### src/rtl/mult_reservation_station.sv
// Multiplier reservation station: parks ops until CDB supplies operands, issues via a one-slot valid/ready register.
// Defining MULT_RSV_OCCUPANCY_EN adds o_occupancy, a registered count of busy entries.
module mult_reservation_station #(
  parameter int BW_PROCESSOR_DATA = 32,
  parameter int BW_TAG            = 2,
  parameter int N_ENTRY           = 4
) (
  input  logic                           clk,
  input  logic                           rst_n,
  input  logic                           i_iq_valid,
  output logic                           i_iq_ready,
  input  logic [BW_TAG-1:0]              i_iq_tag,
  input  logic [2*BW_PROCESSOR_DATA-1:0] i_iq_V_flatten,
  input  logic [2*BW_TAG-1:0]            i_iq_Q_flatten,
  input  logic [1:0]                     i_iq_wait,
  input  logic                           i_cdb_valid,
  input  logic [BW_TAG-1:0]              i_cdb_tag,
  input  logic [BW_PROCESSOR_DATA-1:0]   i_cdb_wdata,
  output logic                           o_rsv_valid,
  input  logic                           o_rsv_ready,
  output logic [BW_TAG-1:0]              o_rsv_tag,
  output logic [2*BW_PROCESSOR_DATA-1:0] o_rsv_V_flatten
`ifdef MULT_RSV_OCCUPANCY_EN
  ,
  output logic [$clog2(N_ENTRY+1)-1:0]   o_occupancy
`endif
);
  localparam int DW = BW_PROCESSOR_DATA;
  localparam int IW = $clog2(N_ENTRY);

  logic [N_ENTRY-1:0] busy;
  logic [BW_TAG-1:0]  ent_tag  [N_ENTRY];
  logic [DW-1:0]      ent_v    [N_ENTRY][2];
  logic [BW_TAG-1:0]  ent_q    [N_ENTRY][2];
  logic [1:0]         ent_wait [N_ENTRY];

  logic [IW-1:0]     alloc_idx;
  logic [IW-1:0]     issue_idx;
  logic              issue_found;
  logic              dispatch;
  logic              load_out;
  logic [DW-1:0]     in_v [2];
  logic [BW_TAG-1:0] in_q [2];
  logic [1:0]        in_cap;

  // Ready comes only from registered busy bits, so a slot freed this cycle is visible next cycle.
  assign i_iq_ready = ~&busy;
  assign dispatch   = i_iq_valid && i_iq_ready;
  assign load_out   = (!o_rsv_valid || o_rsv_ready) && issue_found;

  always_comb begin
    alloc_idx   = '0;
    issue_idx   = '0;
    issue_found = 1'b0;
    for (int e = N_ENTRY - 1; e >= 0; e--) begin
      if (!busy[e]) alloc_idx = IW'(e);
      if (busy[e] && ent_wait[e] == 2'b00) begin
        issue_idx   = IW'(e);
        issue_found = 1'b1;
      end
    end
  end

  always_comb begin
    in_cap = '0;
    for (int i = 0; i < 2; i++) begin
      in_v[i]   = i_iq_V_flatten[i*DW +: DW];
      in_q[i]   = i_iq_Q_flatten[i*BW_TAG +: BW_TAG];
      in_cap[i] = i_iq_wait[i] && i_cdb_valid && (i_cdb_tag == in_q[i]);
    end
  end

  always_ff @(posedge clk or negedge rst_n) begin
    if (!rst_n) begin
      busy <= '0;
      for (int e = 0; e < N_ENTRY; e++) begin
        ent_tag[e]  <= '0;
        ent_wait[e] <= '0;
        for (int i = 0; i < 2; i++) begin
          ent_v[e][i] <= '0;
          ent_q[e][i] <= '0;
        end
      end
    end else begin
      for (int e = 0; e < N_ENTRY; e++) begin
        if (dispatch && alloc_idx == IW'(e)) begin
          busy[e]    <= 1'b1;
          ent_tag[e] <= i_iq_tag;
          for (int i = 0; i < 2; i++) begin
            ent_q[e][i]    <= in_q[i];
            ent_v[e][i]    <= in_cap[i] ? i_cdb_wdata : in_v[i];
            ent_wait[e][i] <= i_iq_wait[i] && !in_cap[i];
          end
        end else if (busy[e]) begin
          for (int i = 0; i < 2; i++) begin
            if (ent_wait[e][i] && i_cdb_valid && ent_q[e][i] == i_cdb_tag) begin
              ent_v[e][i]    <= i_cdb_wdata;
              ent_wait[e][i] <= 1'b0;
            end
          end
          if (load_out && issue_idx == IW'(e)) busy[e] <= 1'b0;
        end
      end
    end
  end

  always_ff @(posedge clk or negedge rst_n) begin
    if (!rst_n) begin
      o_rsv_valid     <= 1'b0;
      o_rsv_tag       <= '0;
      o_rsv_V_flatten <= '0;
    end else if (load_out) begin
      o_rsv_valid     <= 1'b1;
      o_rsv_tag       <= ent_tag[issue_idx];
      o_rsv_V_flatten <= {ent_v[issue_idx][1], ent_v[issue_idx][0]};
    end else if (o_rsv_ready) begin
      o_rsv_valid <= 1'b0;
    end
  end

`ifdef MULT_RSV_OCCUPANCY_EN
  always_ff @(posedge clk or negedge rst_n) begin
    if (!rst_n) begin
      o_occupancy <= '0;
    end else begin
      case ({dispatch, load_out})
        2'b10:   o_occupancy <= o_occupancy + 1'b1;
        2'b01:   o_occupancy <= o_occupancy - 1'b1;
        default: o_occupancy <= o_occupancy;
      endcase
    end
  end
`endif

endmodule

### config.mk
export PLATFORM = sky130hd
export DESIGN_NAME = mult_reservation_station
export DESIGN_NICKNAME = d
export VERILOG_FILES = /design/src/rtl/mult_reservation_station.sv
export SDC_FILE = /design/constraint.sdc
export NUM_CORES = 1
export LEC_CHECK = 0
export CORE_MARGIN = 4
export CORE_UTILIZATION = 29
export CTS_CLUSTER_DIAMETER = 40
export DETAILED_ROUTE_END_ITERATION = 6
export GPL_TIMING_DRIVEN = 0
export PLACE_DENSITY = 0.56
export SYNTH_ARGS = -nofsm -noshare
export SYNTH_HDL_FRONTEND = slang
export SYNTH_SLANG_ARGS = --single-unit
export TNS_END_PERCENT = 5
### constraint.sdc
create_clock -name clk -period 2.4 [get_ports clk]
set_input_delay 0.48 -clock clk [delete_from_list [all_inputs] [get_ports clk]]
set_output_delay 0.48 -clock clk [all_outputs]
set_load 0.05 [all_outputs]
# Yosys cells after proc, flatten, opt, wreduce, memory -nomap -nowiden
# Cells that the tools add are included.
# word_totals
regBits	359
latch_bits	0
ramBits	0
mem_bits_ro	0
in_bits	111
n_memories	0
# op_classes
n_addsub	0
mul	0
div_mod_pow	0
magnitude_cmp	1
eq_ne	16
n_shift	0
mux	66
bitwise_logic	1
n_reduce_logical	69
# op_table
op	count
64-bit 2-to-1 mux	10
32-bit 2-to-1 mux	10
64-bit binary-select mux with 2-bit select	1
1-bit logical AND	36
2-bit 2-to-1 mux	18
1-bit 2-to-1 mux	26
2-bit nonzero test	13
2-bit equality test	10
2-bit AND reduction	8
2-bit zero test	6
2-bit equality test, second input constant	4
2-bit binary-select mux with 2-bit select	1
2-bit by 1-bit equality test with 1-bit output, second input constant	2
1-bit zero test	4
4-bit AND reduction	1
3-bit >= comparator, second input constant	1
2-bit NOT with 3-bit output	1
1-bit logical OR	1

# Depth between registers and ports, before layout
# Gate-level depths: netlist of the first run.
# logic_depth
ltp_word	11
depth_mapped	8
mapped_depth_nobuf	4

# Least setup slack after synthesis of the first run
# Ideal clock, no wire load.
# synth_timing
kind	input to register
start	input port i_cdb_tag[1]
end	register ent_v[65] (netlist bit)
arrival_ns	1.880
t_required_ns	2.334
setup_slack_ns	0.454
path_stages	7
n_path_buf	3
path_cell_list	buf_2 -> xnor2_1 -> nand3_1 -> buf_2 -> o21ai_1 -> clkbuf_1 -> a221o_1
# synth_between
elab_chain_len	4
# synth_lines
element	line	source
start: declaration	17	input logic [BW_TAG-1:0] i_cdb_tag,
2-bit equality test (on tied branches)	69, 96	
1-bit logical AND (on tied branches)	69, 96	
32-bit 2-to-1 mux / 2-bit nonzero test (equally long branches)	n/a	
64-bit 2-to-1 mux / 2-bit AND reduction (equally long branches)	n/a	
end signal: indexed assignment	91	ent_v[e][i] <= in_cap[i] ? i_cdb_wdata : in_v[i];
end signal: indexed assignment	97	ent_v[e][i] <= i_cdb_wdata;
end: declaration	33	logic [DW-1:0] ent_v [N_ENTRY][2];
# Parallel ways exist; a longest one is shown, timed or not.
# A chain may end at the register's enable or synchronous reset.

# Worst setup path after layout of the first run
# layout_timing
start	register busy[0]
end	register ent_v[250] (netlist bit)
# layout_between
elab_chain_len	6
# layout_lines
element	line	source
start: declaration	31	logic [N_ENTRY-1:0] busy;
start signal: assignment	75	busy <= '0;
start signal: indexed assignment	87	busy[e] <= 1'b1;
start signal: indexed assignment	101	if (load_out && issue_idx == IW'(e)) busy[e] <= 1'b0;
4-bit AND reduction	47	assign i_iq_ready = ~&busy;
1-bit zero test	47	
1-bit logical AND	48	assign dispatch = i_iq_valid && i_iq_ready;
1-bit logical AND	86	if (dispatch && alloc_idx == IW'(e)) begin
2-bit nonzero test (no line)	n/a	
2-bit AND reduction (no line)	n/a	
# Parallel ways exist; a longest one is shown, timed or not.

==> results of run 1 <==
-- per-stage QoR --
| stage | power (mW) | hold slack (ns) |
|---|---|---|
| after CTS | 36.9 | 0.343 |
| after detailed placement | 27.7 | 0.391 |
| after global placement | 27.4 | 0.460 |
| after global routing | 38.8 | 0.387 |
| after floorplan | 20.7 | 0.184 |
| final | 37.3 | 0.341 |
-- registers in the layout, summed over array words and instances, names as in the netlist --
register / flops
ent_v: 256
busy: 4
o_rsv_V_flatten: 64
ent_q: 16
ent_tag: 8
ent_wait: 8
o_rsv_valid: 1
o_rsv_tag: 2
-- cell families (layout without fill, tap and decap cells) --
family / after synthesis / after routing / synth area share (%)
DFF: 359 / 359 / 52.7
xor gates and xnor gates: 20 / 20 / 1.03
and+or+nand+nor: 490 / 490 / 14.3
other: 0 / 3 / 0
buffers and inverters: 195 / 490 / 4.71
AOI/OAI and AO/OA: 642 / 642 / 27.3
-- final timing paths --
path | from | end | slack (ns) | cells past startpoint
worst min register to register | ent_tag[6] | ent_tag[6] | 0.47 | 2
worst min-delay path | rst_n | ent_v[48] | 0.34 | 2
min in group clk | ent_tag[6] | ent_tag[6] | 0.47 | 2
max in group asynchronous | rst_n | ent_v[248] | 0.67 | 4
worst max register to register | busy[0] | ent_v[250] | -0.14 | 6
worst max-delay path | busy[0] | ent_v[250] | -0.14 | 6
-- routing by layer --
metal / part of all wire, % / up-vias / routed length [µm]
met5: 0 / - / 0
met3: 10 / 259 / 8070
met4: 5.7 / 0 / 4520
met2: 44 / 1096 / 35100
met1: 40 / 8365 / 31700
li1: - / 6884 / -
-- power breakdown --
| group | switching [mW] | total, mW | internal (mW) |
|---|---|---|---|
| registers | 2.01 | 11.0 | 9.01 |
| logic | 11.4 | 17.4 | 6.00 |
| clock network | 3.42 | 8.85 | 5.43 |
-- final cells by class --
| class | instances | share of cell area (%) |
|---|---|---|
| sequential | 359 | 40.5 |
| multi-input combinational | 1152 | 33.3 |
| timing repair buffer | 180 | 8.36 |
| clock buffer | 75 | 7.52 |
| tap | 765 | 4.31 |
| buffer | 163 | 3.65 |
| clock inverter | 40 | 1.83 |
| inverter | 32 | 0.541 |
| antenna | 3 | 0.0338 |
-- cell usage in the layout (no fill, tap or decap), types with 20 or more instances in the layout --
master	instances
sky130_fd_sc_hd__a31oi_1	30
sky130_fd_sc_hd__nand2_1	188
sky130_fd_sc_hd__a22oi_1	128
sky130_fd_sc_hd__and3_1	64
sky130_fd_sc_hd__a21boi_0	38
sky130_fd_sc_hd__o32a_1	38
sky130_fd_sc_hd__a21o_1	27
sky130_fd_sc_hd__nand3_1	107
sky130_fd_sc_hd__buf_2	35
sky130_fd_sc_hd__a21oi_1	65
sky130_fd_sc_hd__clkbuf_16	62
sky130_fd_sc_hd__dfrtp_1	358
sky130_fd_sc_hd__and2_1	74
sky130_fd_sc_hd__nor2_1	28
sky130_fd_sc_hd__clkbuf_2	46
sky130_fd_sc_hd__a221o_1	128
sky130_fd_sc_hd__inv_1	32
sky130_fd_sc_hd__clkbuf_1	61
sky130_fd_sc_hd__o21ai_0	163
sky130_fd_sc_hd__xnor2_1	20
sky130_fd_sc_hd__clkdlybuf4s50_1	167
-- synthesized netlist by cell type, drive strengths merged (38+ instances only) --
cell | n | area [µm²]
o32a | 38 | 380
clkbuf | 102 | 383
nand2 | 189 | 709
o21ai | 167 | 840
a21boi | 38 | 285
a22oi | 128 | 961
nand3 | 108 | 546
buf | 61 | 300
a221o | 128 | 1280
a21oi | 65 | 325
and3 | 64 | 400
dfrtp | 359 | 8980
and2 | 74 | 463
-- what timing repair did --
| item | 4_1_cts | 5_1_grt |
|---|---|---|
| hold buffers | 1 | 0 |
| setup endpoints to repair | 327 | 237 |
| cloned | 0 | 0 |
| gates resized for setup | 72 | 51 |
| pin swaps | 0 | 1 |
| endpoints found under the hold margin | 40 | 0 |
==> tab_implementation.tex, run 1 <==
\begin{tabular}{lr}
\hline
Metric & Value \\
\hline
\multicolumn{2}{l}{\textbf{GRT}} \\
Most Used Layer, Global Route & met2 \\
Initial antenna violation count & 2 \\
Congestion Overflow GR & 0 \\
Routing usage on met3 & 6.61\% \\
First-pass GRT wire length & 114000 µm \\
GR Util met1 & 31.9\% \\
Global Route met2 Usage & 37.0\% \\
Via count of the first global-routing pass & 16600 \\
Global routing usage summed across all routing layers & 24.3\% \\
Largest net degree at the start of global routing & 117 \\
\multicolumn{2}{l}{\textbf{Synth}} \\
Synth warn & 0 \\
Fraction of registers with async set/reset & 100\% \\
Number of standard cells after synthesis & 1706 \\
Library cells used by synthesis & 43 \\
Synthesized area per cell & 10.0 µm² \\
Number of enable-type register cells in the synthesized netlist & 0 \\
Number of synthesized register bits & 359 \\
Mapped cell area & 17100 µm² \\
Share of the yosys chip area belonging to registers & 52.7\% \\
Post-synth top flop & sky130\_fd\_sc\_hd\_\_dfrtp\_1 \\
Synthesized net count & 1817 \\
\multicolumn{2}{l}{\textbf{Placement}} \\
Post-placement worst setup slack & -1.30 ns \\
Count of buffers inserted at the top-level ports & 176 \\
Placed Instance Area & 19900 µm² \\
Global placement routability congestion & 0.933 \\
Placed wire-length estimate after detailed placement & 54400 µm \\
\# placed instances & 2650 \\
\multicolumn{2}{l}{\textbf{Route}} \\
Antenna-violating nets left & 0 \\
Routed Wire Length & 79400 µm \\
Detailed-route via count & 16600 \\
DRC errors left & 0 \\
Avg WL per Cell & 28.7 µm \\
Per-cell via count in the routed design & 6.00 \\
DR iter-0 viols & 1974 \\
Detailed-router iteration count before antenna repair & 6 \\
\multicolumn{2}{l}{\textbf{Floorplan}} \\
Initial standard-cell utilization of the core & 29.4\% \\
Placeable Area & 57900 µm² \\
Y dimension of the die & 250 µm \\
Floorplan die width & 250 µm \\
Die area & 62700 µm² \\
\# rows & 88 \\
IO Pins & 179 \\
\multicolumn{2}{l}{\textbf{Setup path}} \\
Startpoint types & flip-flop \\
Critical path, cell by cell & buf\_2 > nand2b\_1 > a31oi\_1 > clkbuf\_1 > a22oi\_1 > o21ai\_0 \\
Largest fanout of any net on the critical path & 10 \\
Endpoint class of the critical path & flip-flop \\
Critical Path AT & 3.06 ns \\
Slowest cell on crit path & sky130\_fd\_sc\_hd\_\_a31oi\_1 \\
CP Buf/Inv Count & 2 \\
Data required time at the worst endpoint & 2.92 ns \\
Cell family contributing the most delay on the critical path & compound AO/OA/AOI/OAI gates \\
Worst stage delay on the critical path & 0.69 ns \\
Crit Path Category & flip-flop to flip-flop \\
\multicolumn{2}{l}{\textbf{Clock network}} \\
Depth of the CTS H-tree & 2 \\
CTS Sinks & 359 \\
Root buffer cell & sky130\_fd\_sc\_hd\_\_clkbuf\_16 \\
Worst-Skew Late Latency & 0.63 ns \\
Inserted Clock Buffers & 61 \\
Clock slew at the register clock pins of the worst setup and hold paths & 0.06 ns \\
Setup repair bufs after CTS & 0 \\
CTS tree & done \\
CTS max path bufs & 3 \\
\multicolumn{2}{l}{\textbf{Final layout}} \\
Area used by multi-input combinational logic & 7400 µm² \\
Sequential cell area & 8980 µm² \\
Final cell area excluding filler cells & 22200 µm² \\
Number of nets in the layout & 2060 \\
Post-route non-filler standard cell count & 2769 \\
Final cell utilization of the core & 38.4\% \\
Number of inserted filler cells in the final layout & 5754 \\
P\&R area growth vs syn & 30.3\% \\
Fraction of layout instances using a drive strength above 1 & 12.0\% \\
\multicolumn{2}{l}{\textbf{Timing}} \\
Setup TNS & -3.73 ns \\
Worst setup slack after layout & -0.136 ns \\
Worst relative slew slack & 27.8\% \\
Count of final hold-check violations & 0 \\
RSZ-0062 raised after global routing & true \\
Timing-limited maximum frequency & 394 MHz \\
Endpoints failing setup & 93 \\
Final clock skew & 0.0316 ns \\
Period minus WS final & 2.54 ns \\
Ratio of final minimum period to clock period & 106\% \\
Worst Max-Slew Pin Slew & 1.08 ns \\
Final max-slew violation count & 0 \\
\multicolumn{2}{l}{\textbf{Power and ir drop}} \\
Pwr per Cell Area & 1680 nW/µm² \\
Static leakage & 9.55 nW \\
Worst vdd ir & 688 µV \\
\multicolumn{2}{l}{\textbf{Min path}} \\
Hold crit path type & input pin to asynchronous set/reset pin \\
\multicolumn{2}{l}{\textbf{Run}} \\
Number of max-cap violations & 0 \\
\multicolumn{2}{l}{\textbf{Status}} \\
Run status & finished with violations \\
Violations in the final reports & setup timing \\
\hline
\end{tabular}
No activity file was read; power rests on OpenSTA's default activity.
==> run 2, diff against run 1 <==
--- a/config.mk
+++ b/config.mk
@@ -5,6 +5,7 @@
 export SDC_FILE = /design/constraint.sdc
 export NUM_CORES = 1
 export LEC_CHECK = 0
+export ABC_AREA = 1
 export CORE_MARGIN = 4
 export CORE_UTILIZATION = 29
 export CTS_CLUSTER_DIAMETER = 40
==> run 2 against run 1 <==
  * The flow finishes with violations (DRC, setup timing)
  * Fmax grew 3.0%
  * Power grew 10%
  * Largest cell class is now multi-input gates
  * Die area grew 18%
  * Critical endpoint is now o_rsv_V_flatten[11]
  * Via count grew 31%
  * Largest power group unchanged
  * Synthesized cell count grew 64%
  * Highest routed layer is now met5
  * Non-clock buffer count grew 59
==> tab_implementation.tex, run 2 <==
\begin{tabular}{lr}
\hline
Metric & Value \\
\hline
\multicolumn{2}{l}{\textbf{Final layout}} \\
Commonest cells after routing, fill and taps aside & sky130\_fd\_sc\_hd\_\_nand3\_1 (778), sky130\_fd\_sc\_hd\_\_nand2\_1 (651), sky130\_fd\_sc\_hd\_\_dfrtp\_1 (359) \\
Post-route non-filler standard cell count & 4016 (+45\%) \\
P\&R area growth vs syn & 26.2\% \\
Largest register FFs & 256 (unchanged) \\
Register bank with the most flops & ent\_v \\
Number of nets in the layout & 3145 (+53\%) \\
Most common library cell in the layout ignoring fill and taps & sky130\_fd\_sc\_hd\_\_nand3\_1 \\
Final cell utilization of the core & 37.1\% (-1.3 points) \\
Largest registers & ent\_v x256, o\_rsv\_V\_flatten x64, ent\_q x16 \\
Fraction of layout instances using a drive strength above 1 & 9.80\% (-2.2 points) \\
Number of inserted filler cells in the final layout & 7254 (+26\%) \\
\multicolumn{2}{l}{\textbf{Floorplan}} \\
IO Pins & 179 (unchanged) \\
Y dimension of the die & 272 µm (+8.6\%) \\
Floorplan die width & 272 µm (+8.6\%) \\
Placeable Area & 68800 µm² (+19\%) \\
Die area & 74000 µm² (+18\%) \\
Initial standard-cell utilization of the core & 29.4\% (-0.052 points) \\
\# rows & 96 (+9.1\%) \\
\multicolumn{2}{l}{\textbf{Timing}} \\
Endpoints failing setup & 1 (-99\%) \\
RSZ-0062 raised after global routing & true \\
Worst Max-Slew Pin Slew & 1.16 ns (+0.0748 ns) \\
Timing-limited maximum frequency & 406 MHz (+3.0\%) \\
Final max-slew violation count & 0 (unchanged) \\
Count of final hold-check violations & 0 (unchanged) \\
Final clock skew & 0.0146 ns (-0.0169 ns) \\
Setup TNS & -0.0623 ns (+3.66 ns) \\
Period minus WS final & 2.46 ns (-0.0736 ns) \\
Worst setup slack after layout & -0.0623 ns (+0.0736 ns) \\
Hold Worst Slack & 0.367 ns (+0.0259 ns) \\
Ratio of final minimum period to clock period & 103\% (-3.1 points) \\
Worst relative slew slack & 22.9\% (-5.0 points) \\
\multicolumn{2}{l}{\textbf{Status}} \\
Violations in the final reports & DRC, setup timing \\
Run status & finished with violations \\
\multicolumn{2}{l}{\textbf{Clock network}} \\
Setup repair bufs after CTS & 0 (unchanged) \\
Inserted Clock Buffers & 61 (unchanged) \\
Clock slew at the register clock pins of the worst setup and hold paths & 0.06 ns (about the same) \\
Worst-Skew Late Latency & 0.63 ns (about the same) \\
CTS max path bufs & 3 (unchanged) \\
Depth of the CTS H-tree & 2 (unchanged) \\
CTS Sinks & 359 (unchanged) \\
CTS tree & done \\
Root buffer cell & sky130\_fd\_sc\_hd\_\_clkbuf\_16 \\
\multicolumn{2}{l}{\textbf{Route}} \\
Routed Wire Length & 99300 µm (+25\%) \\
Per-cell via count in the routed design & 5.40 (-10\%) \\
DRC errors left & 4 (+4) \\
Detailed-router iteration count before antenna repair & 7 (+1) \\
Avg WL per Cell & 24.7 µm (-14\%) \\
DR iter-0 viols & 2580 (+31\%) \\
Detailed-route via count & 21700 (+31\%) \\
Antenna-violating nets left & 0 (unchanged) \\
\multicolumn{2}{l}{\textbf{Placement}} \\
Placed wire-length estimate after detailed placement & 71700 µm (+32\%) \\
Count of buffers inserted at the top-level ports & 175 (-0.57\%) \\
\# placed instances & 3901 (+47\%) \\
Global placement routability congestion & 0.976 (+4.5\%) \\
\multicolumn{2}{l}{\textbf{Setup path}} \\
Critical Path AT & 3.03 ns (-0.03 ns) \\
Source of the critical timing path & ent\_wait[0] \\
Largest fanout of any net on the critical path & 10 (unchanged) \\
Endpoint class of the critical path & flip-flop \\
Crit Path Category & flip-flop to flip-flop \\
Data required time at the worst endpoint & 2.97 ns (+0.05 ns) \\
Startpoint types & flip-flop \\
Reg2Reg Launch Point & ent\_wait[0] \\
\multicolumn{2}{l}{\textbf{Power and ir drop}} \\
Internal power component & 20.9 mW (+2.5\%) \\
Switching share of power & 49.0\% (+3.7 points) \\
Static leakage & 12.0 nW (+25\%) \\
Comb power frac & 50.5\% (+3.8 points) \\
Relative contribution of the clock network to total power & 23.5\% (-0.2 points) \\
Pwr per Cell Area & 1610 nW/µm² (-4.3\%) \\
Switching Power & 20.1 mW (+19\%) \\
Worst vdd ir & 952 µV (+38\%) \\
Proportion of power drawn by flip-flops and latches & 26.0\% (-3.5 points) \\
\multicolumn{2}{l}{\textbf{GRT}} \\
Initial antenna violation count & 5 (+3) \\
Largest net degree at the start of global routing & 113 (-3.4\%) \\
Global routing usage summed across all routing layers & 26.0\% (+1.7 points) \\
Via count of the first global-routing pass & 21100 (+27\%) \\
Congestion Overflow GR & 0 (unchanged) \\
First-pass GRT wire length & 143000 µm (+25\%) \\
\multicolumn{2}{l}{\textbf{Synth}} \\
Post-synth top flop & sky130\_fd\_sc\_hd\_\_dfrtp\_1 \\
Number of enable-type register cells in the synthesized netlist & 0 (unchanged) \\
Number of synthesized register bits & 359 (unchanged) \\
Most numerous cell types in the synthesized netlist & sky130\_fd\_sc\_hd\_\_nand3\_1 (779), sky130\_fd\_sc\_hd\_\_nand2\_1 (652), sky130\_fd\_sc\_hd\_\_dfrtp\_1 (359) \\
Synthesized area per cell & 7.25 µm² (-28\%) \\
Fraction of registers with async set/reset & 100\% (unchanged) \\
Leading post-synthesis cells by cell area & sky130\_fd\_sc\_hd\_\_dfrtp\_1 (44\%), sky130\_fd\_sc\_hd\_\_nand3\_1 (19\%), sky130\_fd\_sc\_hd\_\_nand2\_1 (12\%), sky130\_fd\_sc\_hd\_\_nor2\_1 (4.9\%), sky130\_fd\_sc\_hd\_\_nand4\_1 (4.1\%) \\
Count leader, synth & sky130\_fd\_sc\_hd\_\_nand3\_1 \\
Number of standard cells after synthesis & 2792 (+64\%) \\
Synthesized net count & 2903 (+60\%) \\
Post-synthesis cell type with the largest combined area & sky130\_fd\_sc\_hd\_\_dfrtp\_1 \\
Share of the yosys chip area belonging to registers & 44.4\% (-8.3 points) \\
Synth warn & 0 (unchanged) \\
Mapped cell area & 20200 µm² (+19\%) \\
Share of the synthesized area in the top cell type & 44.4\% (-8.3 points) \\
Library cells used by synthesis & 34 (-21\%) \\
\multicolumn{2}{l}{\textbf{Min path}} \\
Hold crit path type & input pin to asynchronous set/reset pin \\
\multicolumn{2}{l}{\textbf{Run}} \\
Number of max-cap violations & 0 (unchanged) \\
\hline
\end{tabular}
run 2: layer usage:
layer | up-vias | track usage [%] | part of all wire (%)
met2 | 1325 | 39.8 | 43
li1 | 9758 | - | -
met1 | 10200 | 33.3 | 40
met5 | - | 0.921 | 0.16
met3 | 334 | 7.73 | 11
met4 | 14 | 13.2 | 6.0
run 2: power by group through the flow:
stage	clock (mW)	combinational, mW	sequential (mW)
finish	9.63	20.7	10.7
global route	9.93	22.0	11.0
floorplan	0	10.2	12.3
global placement	0	20.0	10.7
CTS	9.66	20.2	10.6
detailed placement	0	20.1	10.7
run 2: stage by stage:
| step | total power [mW] | area (µm²) | worst slack [ns] |
|---|---|---|---|
| after floorplan | 22.5 | 20200 | 0.791 |
| after global placement | 30.6 | 23100 | -16.22 |
| after detailed placement | 30.8 | 23200 | -0.739 |
| after CTS | 40.5 | 25500 | 0.00504 |
| after global routing | 42.9 | 25500 | -0.114 |
| final | 41.0 | 25500 | -0.0623 |
run 2: cell families after synthesis:
kind of cell    synth area share, %
flops                          44.4
xor+xnor                      0.334
simple gates                   42.5
buf+inv                        9.04
compound gates                 3.72
run 2: final timing paths:
kind                       cells after the start  slack (ns)                   to
max                                            9       -0.06  o_rsv_V_flatten[11]
min                                            2        0.37             ent_q[4]
max reg2reg                                    9       -0.06  o_rsv_V_flatten[11]
min reg2reg                                    2        0.49           ent_tag[2]
max in group asynchronous                      4        0.66  o_rsv_V_flatten[23]
min in group clk                               4        0.42            ent_v[32]
run 2: layout make-up:
type / count / area [µm²] / share of cell area, %
clock buffer: 74 / 1650 / 6.45
buffer: 223 / 1070 / 4.20
timing repair buffer: 179 / 1850 / 7.24
multi-input combinational: 2008 / 9480 / 37.2
inverter: 202 / 761 / 2.98
sequential: 359 / 8980 / 35.2
antenna: 2 / 5.00 / 0.0196
tap: 931 / 1160 / 4.56
clock inverter: 38 / 559 / 2.19
run 2: timing repair:
action,CTS,global route
hold endpoints to repair,45,0
gates cloned,0,0
resized for setup,9,9
hold buffers,1,0
setup endpoints to repair,95,40
run 2: worst max-delay path, stage by stage (launching register included):
cell	delay [ns]
sky130_fd_sc_hd__dfrtp_1	0.37
sky130_fd_sc_hd__inv_1	0.09
sky130_fd_sc_hd__nand3_1	0.16
sky130_fd_sc_hd__nand2_1	0.18
sky130_fd_sc_hd__o21ai_2	0.26
sky130_fd_sc_hd__buf_1	0.89
sky130_fd_sc_hd__nor2_1	0.18
sky130_fd_sc_hd__nand3_1	0.16
sky130_fd_sc_hd__nand2_1	0.06
sky130_fd_sc_hd__inv_1	0.05
